===== src/rtl/qucs_record_emitter.sv =====
`default_nettype none
// ============================================================================
// Module      : qucs_record_emitter
// Description : Serialises one lumped-component record (R, C, L, Gyrator,
//               Amp) into a qucsator-style netlist line, one ASCII byte per
//               accepted transfer on the tx stream.
// Revision    : 1.0  initial release
// ============================================================================
module qucs_record_emitter #(
    parameter int NODE_W = 8,
    parameter int VAL_W  = 32
) (
    input  logic                clk,
    input  logic                rst_n,
    input  logic                rec_valid,
    output logic                rec_ready,
    input  logic [2:0]          rec_type,
    input  logic [7:0]          rec_inst,
    input  logic [4*NODE_W-1:0] rec_node,
    input  logic [VAL_W-1:0]    rec_val,
    output logic                tx_valid,
    input  logic                tx_ready,
    output logic [7:0]          tx_data,
    output logic                tx_last,
    output logic                err_type
);

    localparam int c_ND    = NODE_W / 4;
    localparam int c_VD    = VAL_W / 4;
    localparam int c_IDX_W = $clog2(c_ND + c_VD + 8);

    typedef enum logic [2:0] {
        S_IDLE    = 3'd0,
        S_NAME    = 3'd1,
        S_COLON_X = 3'd2,
        S_INST    = 3'd3,
        S_NODE    = 3'd4,
        S_PNAME   = 3'd5,
        S_VALUE   = 3'd6,
        S_NL      = 3'd7
    } state_t;

    state_t              r_state;
    logic [c_IDX_W-1:0]  r_idx;
    logic [1:0]          r_sel;
    logic [2:0]          r_type;
    logic [7:0]          r_inst;
    logic [4*NODE_W-1:0] r_nodes;
    logic [VAL_W-1:0]    r_val;
    logic                r_tx_valid;
    logic [7:0]          r_tx_data;
    logic                r_tx_last;
    logic                r_err;

    logic [NODE_W-1:0]   w_node_arr [4];
    logic [NODE_W-1:0]   w_cur_node;
    logic [NODE_W-1:0]   w_nxt_node;
    state_t              w_nxt_state;
    logic [c_IDX_W-1:0]  w_nxt_idx;
    logic [1:0]          w_nxt_sel;
    logic [7:0]          w_nxt_byte;
    logic                w_accept;
    logic                w_xfer;
    logic                w_type_ok;

    generate
        for (genvar k = 0; k < 4; k++) begin : g_node
            assign w_node_arr[k] = r_nodes[k*NODE_W +: NODE_W];
        end
    endgenerate

    function automatic logic [7:0] hex_char(input logic [3:0] nib);
        return (nib < 4'd10) ? (8'h30 + {4'h0, nib}) : (8'h37 + {4'h0, nib});
    endfunction

    function automatic logic [7:0] name_char(input logic [2:0] typ, input int i);
        logic [7:0] ch;
        ch = 8'h3F;
        case (typ)
            3'd0: ch = "R";
            3'd1: ch = "C";
            3'd2: ch = "L";
            3'd3: begin
                case (i)
                    0:       ch = "G";
                    1:       ch = "y";
                    2:       ch = "r";
                    3:       ch = "a";
                    4:       ch = "t";
                    5:       ch = "o";
                    default: ch = "r";
                endcase
            end
            3'd4: ch = (i == 0) ? "A" : (i == 1) ? "m" : "p";
            default: ch = 8'h3F;
        endcase
        return ch;
    endfunction

    function automatic int name_len(input logic [2:0] typ);
        return (typ == 3'd3) ? 7 : (typ == 3'd4) ? 3 : 1;
    endfunction

    function automatic int node_count(input logic [2:0] typ);
        return (typ == 3'd3) ? 4 : 2;
    endfunction

    // Parameter letter: Gyrator is parameterised by R, Amp by gain G
    function automatic logic [7:0] p_char(input logic [2:0] typ);
        logic [7:0] ch;
        case (typ)
            3'd1:    ch = "C";
            3'd2:    ch = "L";
            3'd4:    ch = "G";
            default: ch = "R";
        endcase
        return ch;
    endfunction

    function automatic int seg_len(input state_t st, input logic [2:0] typ,
                                   input logic [NODE_W-1:0] nd);
        int n;
        case (st)
            S_NAME:    n = name_len(typ);
            S_COLON_X: n = 2;
            S_INST:    n = 2;
            S_NODE:    n = (nd == '0) ? 4 : 3 + c_ND;
            S_PNAME:   n = 3;
            S_VALUE:   n = c_VD + 4;
            default:   n = 1;
        endcase
        return n;
    endfunction

    function automatic logic [7:0] byte_at(input state_t st, input int i,
                                           input logic [2:0] typ, input logic [7:0] inst,
                                           input logic [NODE_W-1:0] nd,
                                           input logic [VAL_W-1:0] val);
        logic [7:0] b;
        case (st)
            S_NAME:    b = name_char(typ, i);
            S_COLON_X: b = (i == 0) ? ":" : "X";
            S_INST:    b = hex_char((i == 0) ? inst[7:4] : inst[3:0]);
            S_NODE: begin
                if (i == 0)
                    b = " ";
                else if (nd == '0)
                    b = (i == 1) ? "g" : (i == 2) ? "n" : "d";
                else
                    b = (i == 1) ? "_" : (i == 2) ? "n"
                      : hex_char(4'(nd >> (4 * (c_ND + 2 - i))));
            end
            S_PNAME:   b = (i == 0) ? " " : (i == 1) ? p_char(typ) : "=";
            S_VALUE: begin
                if (i == 0 || i == c_VD + 3)
                    b = 8'h22;
                else
                    b = (i == 1) ? "0" : (i == 2) ? "x"
                      : hex_char(4'(val >> (4 * (c_VD + 2 - i))));
            end
            S_NL:      b = 8'h0A;
            default:   b = 8'h00;
        endcase
        return b;
    endfunction

    assign rec_ready = (r_state == S_IDLE);
    assign w_accept  = rec_valid && rec_ready;
    assign w_xfer    = r_tx_valid && tx_ready;
    assign w_type_ok = (rec_type <= 3'd4);
    assign tx_valid  = r_tx_valid;
    assign tx_data   = r_tx_data;
    assign tx_last   = r_tx_last;
    assign err_type  = r_err;

    // Position of the byte that follows the one currently on tx_data
    always_comb begin
        w_cur_node  = w_node_arr[r_sel];
        w_nxt_state = r_state;
        w_nxt_idx   = r_idx + 1'b1;
        w_nxt_sel   = r_sel;
        if (int'(r_idx) == seg_len(r_state, r_type, w_cur_node) - 1) begin
            w_nxt_idx = '0;
            case (r_state)
                S_NAME:    w_nxt_state = S_COLON_X;
                S_COLON_X: w_nxt_state = S_INST;
                S_INST:    w_nxt_state = S_NODE;
                S_NODE: begin
                    if (int'(r_sel) == node_count(r_type) - 1) begin
                        w_nxt_state = S_PNAME;
                        w_nxt_sel   = '0;
                    end else begin
                        w_nxt_sel   = r_sel + 1'b1;
                    end
                end
                S_PNAME:   w_nxt_state = S_VALUE;
                S_VALUE:   w_nxt_state = S_NL;
                default:   w_nxt_state = S_IDLE;
            endcase
        end
        w_nxt_node = w_node_arr[w_nxt_sel];
        w_nxt_byte = byte_at(w_nxt_state, int'(w_nxt_idx), r_type, r_inst, w_nxt_node, r_val);
    end

    // Record capture, line sequencing and registered tx/err outputs
    always_ff @(posedge clk or negedge rst_n) begin
        if (!rst_n) begin
            r_state    <= S_IDLE;
            r_idx      <= '0;
            r_sel      <= '0;
            r_type     <= '0;
            r_inst     <= '0;
            r_nodes    <= '0;
            r_val      <= '0;
            r_tx_valid <= 1'b0;
            r_tx_data  <= '0;
            r_tx_last  <= 1'b0;
            r_err      <= 1'b0;
        end else begin
            r_err <= 1'b0;
            if (w_accept) begin
                r_type  <= rec_type;
                r_inst  <= rec_inst;
                r_nodes <= rec_node;
                r_val   <= rec_val;
                r_idx   <= '0;
                r_sel   <= '0;
                if (w_type_ok) begin
                    // First name character comes straight from the input type
                    r_state    <= S_NAME;
                    r_tx_valid <= 1'b1;
                    r_tx_data  <= name_char(rec_type, 0);
                    r_tx_last  <= 1'b0;
                end else begin
                    r_err <= 1'b1;
                end
            end else if (w_xfer) begin
                if (r_state == S_NL) begin
                    r_state    <= S_IDLE;
                    r_tx_valid <= 1'b0;
                    r_tx_data  <= '0;
                    r_tx_last  <= 1'b0;
                end else begin
                    r_state   <= w_nxt_state;
                    r_idx     <= w_nxt_idx;
                    r_sel     <= w_nxt_sel;
                    r_tx_data <= w_nxt_byte;
                    r_tx_last <= (w_nxt_state == S_NL);
                end
            end
        end
    end

endmodule
`default_nettype wire


===== config.mk =====
export PLATFORM = sky130hd
export DESIGN_NAME = qucs_record_emitter
export DESIGN_NICKNAME = d
export VERILOG_FILES = /design/src/rtl/qucs_record_emitter.sv
export SDC_FILE = /design/constraint.sdc
export NUM_CORES = 1
export LEC_CHECK = 0
export CAP_MARGIN = 25
export CORE_ASPECT_RATIO = 1.4
export CORE_MARGIN = 4
export CORE_UTILIZATION = 35
export DETAILED_ROUTE_END_ITERATION = 10
export GPL_ROUTABILITY_DRIVEN = 0
export MAX_ROUTING_LAYER = met4
export PLACE_DENSITY_LB_ADDON = 0.05
export SYNTH_ARGS = -nofsm -noshare
export SYNTH_HDL_FRONTEND = slang
export SYNTH_SLANG_ARGS = --single-unit

===== constraint.sdc =====
create_clock -name clk -period 8.7 [get_ports clk]
set_input_delay 1.74 -clock clk [delete_from_list [all_inputs] [get_ports clk]]
set_output_delay 1.74 -clock clk [all_outputs]
set_load 0.1 [all_outputs]

==> Implementation_results.wiki <==
{| class="wikitable"
! Metric !! Value
|-
| CP delay by family, top || compound AO/OA/AOI/OAI gates
|-
| Switching component of the power || 0.000218 W
|-
| Internal power consumption || 0.000676 W
|-
| Number of iterations in the first detailed-routing pass || 5
|-
| Most used cell along the critical path || sky130_fd_sc_hd__ha_1
|-
| Portion of the clock cycle consumed by the worst path in the final layout || 0.740
|-
| Hold WC Path Type || register to register
|-
| CP Cell Sequence || nand2b_1, nor2_1, and3_1, a21oi_4, ha_1, or4b_1, o311a_1, nand3b_4, o21a_1, clkinv_1, ha_1, o21ai_1, mux2i_1, ha_1, inv_1, nor2_1, xnor2_1, nand2_1, a31oi_1, o211ai_1, a2111oi_0, a211oi_1
|-
| Post-synthesis compound-gate area fraction || 0.156
|-
| Worst vdd ir || 0.0731 mV
|-
| Count of cells resized by post-cts repair || 0
|-
| Synthesized area divided by synthesized cell count || 7.94 sq um
|-
| Root buf cell || sky130_fd_sc_hd__clkbuf_16
|-
| Maximum number of pins on one net before global-route repair || 83
|-
| Die area || 20200 sq um
|-
| Antenna violations before repair || 0
|-
| Clock tree sinks || 95
|-
| Fin. Hold Viols || 0
|-
| Via count of the first global-routing pass || 6031
|-
| Clk network pwr share || 0.449
|-
| Count of buffering cells on the critical path with inverters included || 2
|-
| Type of element capturing the critical path || register
|-
| Data arrival, critical path || 6670 ps
|-
| Minimum clock period || 6440 ps
|-
| Port buffer count || 89
|-
| Via/cell ratio || 5.42
|-
| Count of mapped cells out of synthesis || 792
|-
| Total inserted antenna cells || 0
|-
| Final design utilization || 0.437
|-
| Post-synthesis instance area || 6290 sq um
|-
| Sequential cell area fraction in the yosys report || 0.378
|-
| Outcome || completed
|-
| Max-slew violation count || 0
|-
| Detailed Route Iter0 Violations || 496
|-
| Count of cell types in the netlist || 76
|-
| Slowest cell on the critical path || sky130_fd_sc_hd__dfrtp_1
|-
| Total global-route track usage || 0.207
|-
| Final #Nets || 946
|-
| Sequential group share of total power || 0.493
|-
| Post-cts hold buffer count || 0
|-
| Worst endpoint required time || 8930 ps
|-
| Multiplexer share of the synthesized area || 0.0822
|-
| Per-cell routed wire length || 18.0 microns
|-
| Die width || 121 microns
|-
| RSZ-0062 raised after global routing || false
|-
| Number of synthesis warnings || 0
|-
| Share of flip-flops with an asynchronous set or reset after synthesis || 1.00
|-
| Startpoint Class || register
|-
| Clock Latency Late Sink || 360 ps
|-
| Total length of routed wires || 19.8 mm
|-
| Switching share of total power || 0.244
|-
| Top-level I/O count || 91
|-
| Crit Path Class || register to register
|-
| Seq cells post-synth || 95
|-
| Die outline height || 167 microns
|-
| Highest Clock Rate || 0.155 GHz
|-
| Standard-cell rows || 57
|-
| EDFF count, synth || 0
|-
| Post-Synth Adder-Cell Area || 0.0235
|-
| DPL Wire Length || 15.0 mm
|-
| Area growth from synthesis to layout || 21.4%
|-
| TritonCTS Buffers || 9
|-
| Final worst clock skew || 12.8 ps
|-
| Predominant post-synthesis flop cell || sky130_fd_sc_hd__dfrtp_1
|-
| Number of vias in the routed layout || 5949
|-
| Largest stage delay, worst path || 710 ps
|-
| Maxcap violations || 0
|-
| Remaining global-route overflow || 0
|-
| Main combinational cell family by area after synthesis || simple AND/OR/NAND/NOR gates
|-
| Share of final-layout standard cells stronger than drive strength 1 || 0.0639
|-
| Post-synthesis xor/xnor area fraction || 0.0279
|-
| Slew at the pin closest to its max-slew limit || 991 ps
|-
| Critical path fanouts, max || 20
|-
| Worst hold margin || 479 ps
|-
| Setup TNS Final || 0 ps
|-
| Number of H-tree branching levels || 3
|-
| Global-route wire length before repair || 32.2 mm
|-
| Simple-gate portion of the synthesized area || 0.292
|-
| Clock buffer depth || 2
|-
| Residual antenna-violating net count after detailed routing || 0
|-
| Combinational group share of total power || 0.058
|-
| Setup-failing EPs final || 0
|-
| Worst slew margin relative to its limit || 0.337
|-
| Number of buffers inserted by post-CTS setup repair || 0
|-
| Clock-pin slew of the registers on the worst-case setup and hold paths || 80 ps
|-
| Remaining design rule violation count || 0
|-
| Standby leakage power || 3.54 nW
|-
| Clock tree from TritonCTS || done
|-
| Area of the core || 17500 sq um
|-
| Effective utilization at floorplan || 0.360
|-
| Cell Pwr Density || 117 nW/um^2
|}
worst paths after layout:
kind,startpoint,end,slack [ps],cells after the start
min,r_val[4],r_val[4],480,2
max in group asynchronous,rst_n,r_nodes[7],6210,2
max,r_state[2],tx_data[2],2260,22
max reg2reg,r_state[2],tx_data[2],2260,22
min reg2reg,r_val[4],r_val[4],480,2
min in group asynchronous,rst_n,r_inst[5],1300,1
metal layers:
metal | up-vias | GRT usage | share of wire
met1 | 2819 | 0.246 | 0.41
met4 | 0 | 0.0975 | 0.045
li1 | 2879 | - | -
met5 | - | - | 0
met3 | 55 | 0.0292 | 0.041
met2 | 196 | 0.343 | 0.50
power by group through the flow:
stage               sequential (W)  clock, W  combinational [W]
floorplan                 0.000450         0         0.00000589
global placement          0.000450         0          0.0000526
detailed placement        0.000450         0          0.0000532
CTS                       0.000441  0.000413          0.0000534
global route              0.000441  0.000430          0.0000566
finish                    0.000441  0.000402          0.0000519
cell usage after synthesis, types with 3 or more instances:
master	instances	share of area
sky130_fd_sc_hd__nor3b_1	3	0.0036
sky130_fd_sc_hd__nor2_1	40	0.024
sky130_fd_sc_hd__buf_2	8	0.0064
sky130_fd_sc_hd__inv_1	14	0.0084
sky130_fd_sc_hd__xnor2_1	13	0.018
sky130_fd_sc_hd__a221oi_1	5	0.0070
sky130_fd_sc_hd__o21a_1	9	0.011
sky130_fd_sc_hd__a21oi_1	27	0.021
sky130_fd_sc_hd__dfrtp_1	95	0.38
sky130_fd_sc_hd__mux2i_1	22	0.035
sky130_fd_sc_hd__nand3_1	24	0.019
sky130_fd_sc_hd__and2_1	6	0.0060
sky130_fd_sc_hd__buf_4	4	0.0048
sky130_fd_sc_hd__a22o_1	3	0.0042
sky130_fd_sc_hd__nand2b_1	7	0.0070
sky130_fd_sc_hd__o2111ai_1	3	0.0042
sky130_fd_sc_hd__mux4_2	9	0.032
sky130_fd_sc_hd__a31oi_1	11	0.011
sky130_fd_sc_hd__nand2_1	277	0.17
sky130_fd_sc_hd__o211ai_1	8	0.0096
sky130_fd_sc_hd__xor2_1	7	0.0098
sky130_fd_sc_hd__buf_1	4	0.0024
sky130_fd_sc_hd__ha_1	11	0.022
sky130_fd_sc_hd__o21ai_0	38	0.030
sky130_fd_sc_hd__o22ai_1	8	0.0080
sky130_fd_sc_hd__or2_2	6	0.0060
sky130_fd_sc_hd__nand4_1	5	0.0050
sky130_fd_sc_hd__a211oi_1	4	0.0048
sky130_fd_sc_hd__and3_1	5	0.0050
sky130_fd_sc_hd__nor4_1	6	0.0060
sky130_fd_sc_hd__mux2_2	7	0.013
sky130_fd_sc_hd__clkbuf_1	25	0.015
sky130_fd_sc_hd__or3_1	10	0.010
sky130_fd_sc_hd__nor4b_1	4	0.0056
sky130_fd_sc_hd__nor3_1	15	0.012
layout by cell type (no fill, tap or decap), types with 4 or more instances in the layout:
master,instances
sky130_fd_sc_hd__a211oi_1,4
sky130_fd_sc_hd__nor2_1,40
sky130_fd_sc_hd__nand2_1,276
sky130_fd_sc_hd__xor2_1,7
sky130_fd_sc_hd__or2_2,6
sky130_fd_sc_hd__a21oi_1,27
sky130_fd_sc_hd__xnor2_1,13
sky130_fd_sc_hd__mux4_2,9
sky130_fd_sc_hd__inv_1,14
sky130_fd_sc_hd__nor4b_1,4
sky130_fd_sc_hd__and2_1,5
sky130_fd_sc_hd__nand4_1,5
sky130_fd_sc_hd__o22ai_1,8
sky130_fd_sc_hd__mux2i_1,21
sky130_fd_sc_hd__nor3_1,15
sky130_fd_sc_hd__mux2_2,7
sky130_fd_sc_hd__buf_4,7
sky130_fd_sc_hd__o21ai_0,37
sky130_fd_sc_hd__or3_1,10
sky130_fd_sc_hd__o21a_1,9
sky130_fd_sc_hd__ha_1,11
sky130_fd_sc_hd__a221oi_1,5
sky130_fd_sc_hd__clkdlybuf4s50_1,88
sky130_fd_sc_hd__clkbuf_16,9
sky130_fd_sc_hd__nand2b_1,7
sky130_fd_sc_hd__a31oi_1,11
sky130_fd_sc_hd__nor4_1,6
sky130_fd_sc_hd__and3_1,5
sky130_fd_sc_hd__nand3_1,24
sky130_fd_sc_hd__o211ai_1,8
sky130_fd_sc_hd__dfrtp_1,95
logic make-up (layout without fill, tap and decap cells):
kind of cell | after synthesis | in the layout
AOI/OAI and AO/OA | 147 | 147
muxes | 39 | 39
other | 1 | 2
buffers and inverters | 58 | 126
xor gates and xnor gates | 20 | 20
and+or+nand+nor | 420 | 420
adders and majority gates | 12 | 12
DFF | 95 | 95
final cells by class:
type                            instances  area, sq um
Clock buffer                            9          225
Clock inverter                          7         72.6
Fill cell                            1832         9840
Inverter                               15         56.3
Multi-Input combinational cell        640         3670
Sequential cell                        95         2380
Tap cell                              236          295
Timing Repair Buffer                   95          933
sequential cells by signal, summed over array words and instances (netlist names):
register,cells
r_idx,5
tx_valid,1
r_inst,8
r_sel,2
r_nodes,32
tx_data,7
err_type,1
r_type,3
r_state,3
tx_last,1
r_val,32
metrics by stage:
stage	instance area, sq um	setup WS, ps	total power, W	std cells
2_1_floorplan	6290	3190	0.000456	793
3_3_place_gp	7330	2630	0.000503	1081
3_5_place_dp	7330	2340	0.000503	1081
4_1_cts	7630	2310	0.000908	1097
5_1_grt	7630	1520	0.000928	1097
6_report	7630	2260	0.000895	1097
worst min-delay path, delay by kind of cell, from the launching register on:
| family | cells | cell delay (ps) |
|---|---|---|
| AND/OR/NAND/NOR | 2 | 110 |
| flip-flops | 1 | 340 |
(Power assumes the default switching activity.)
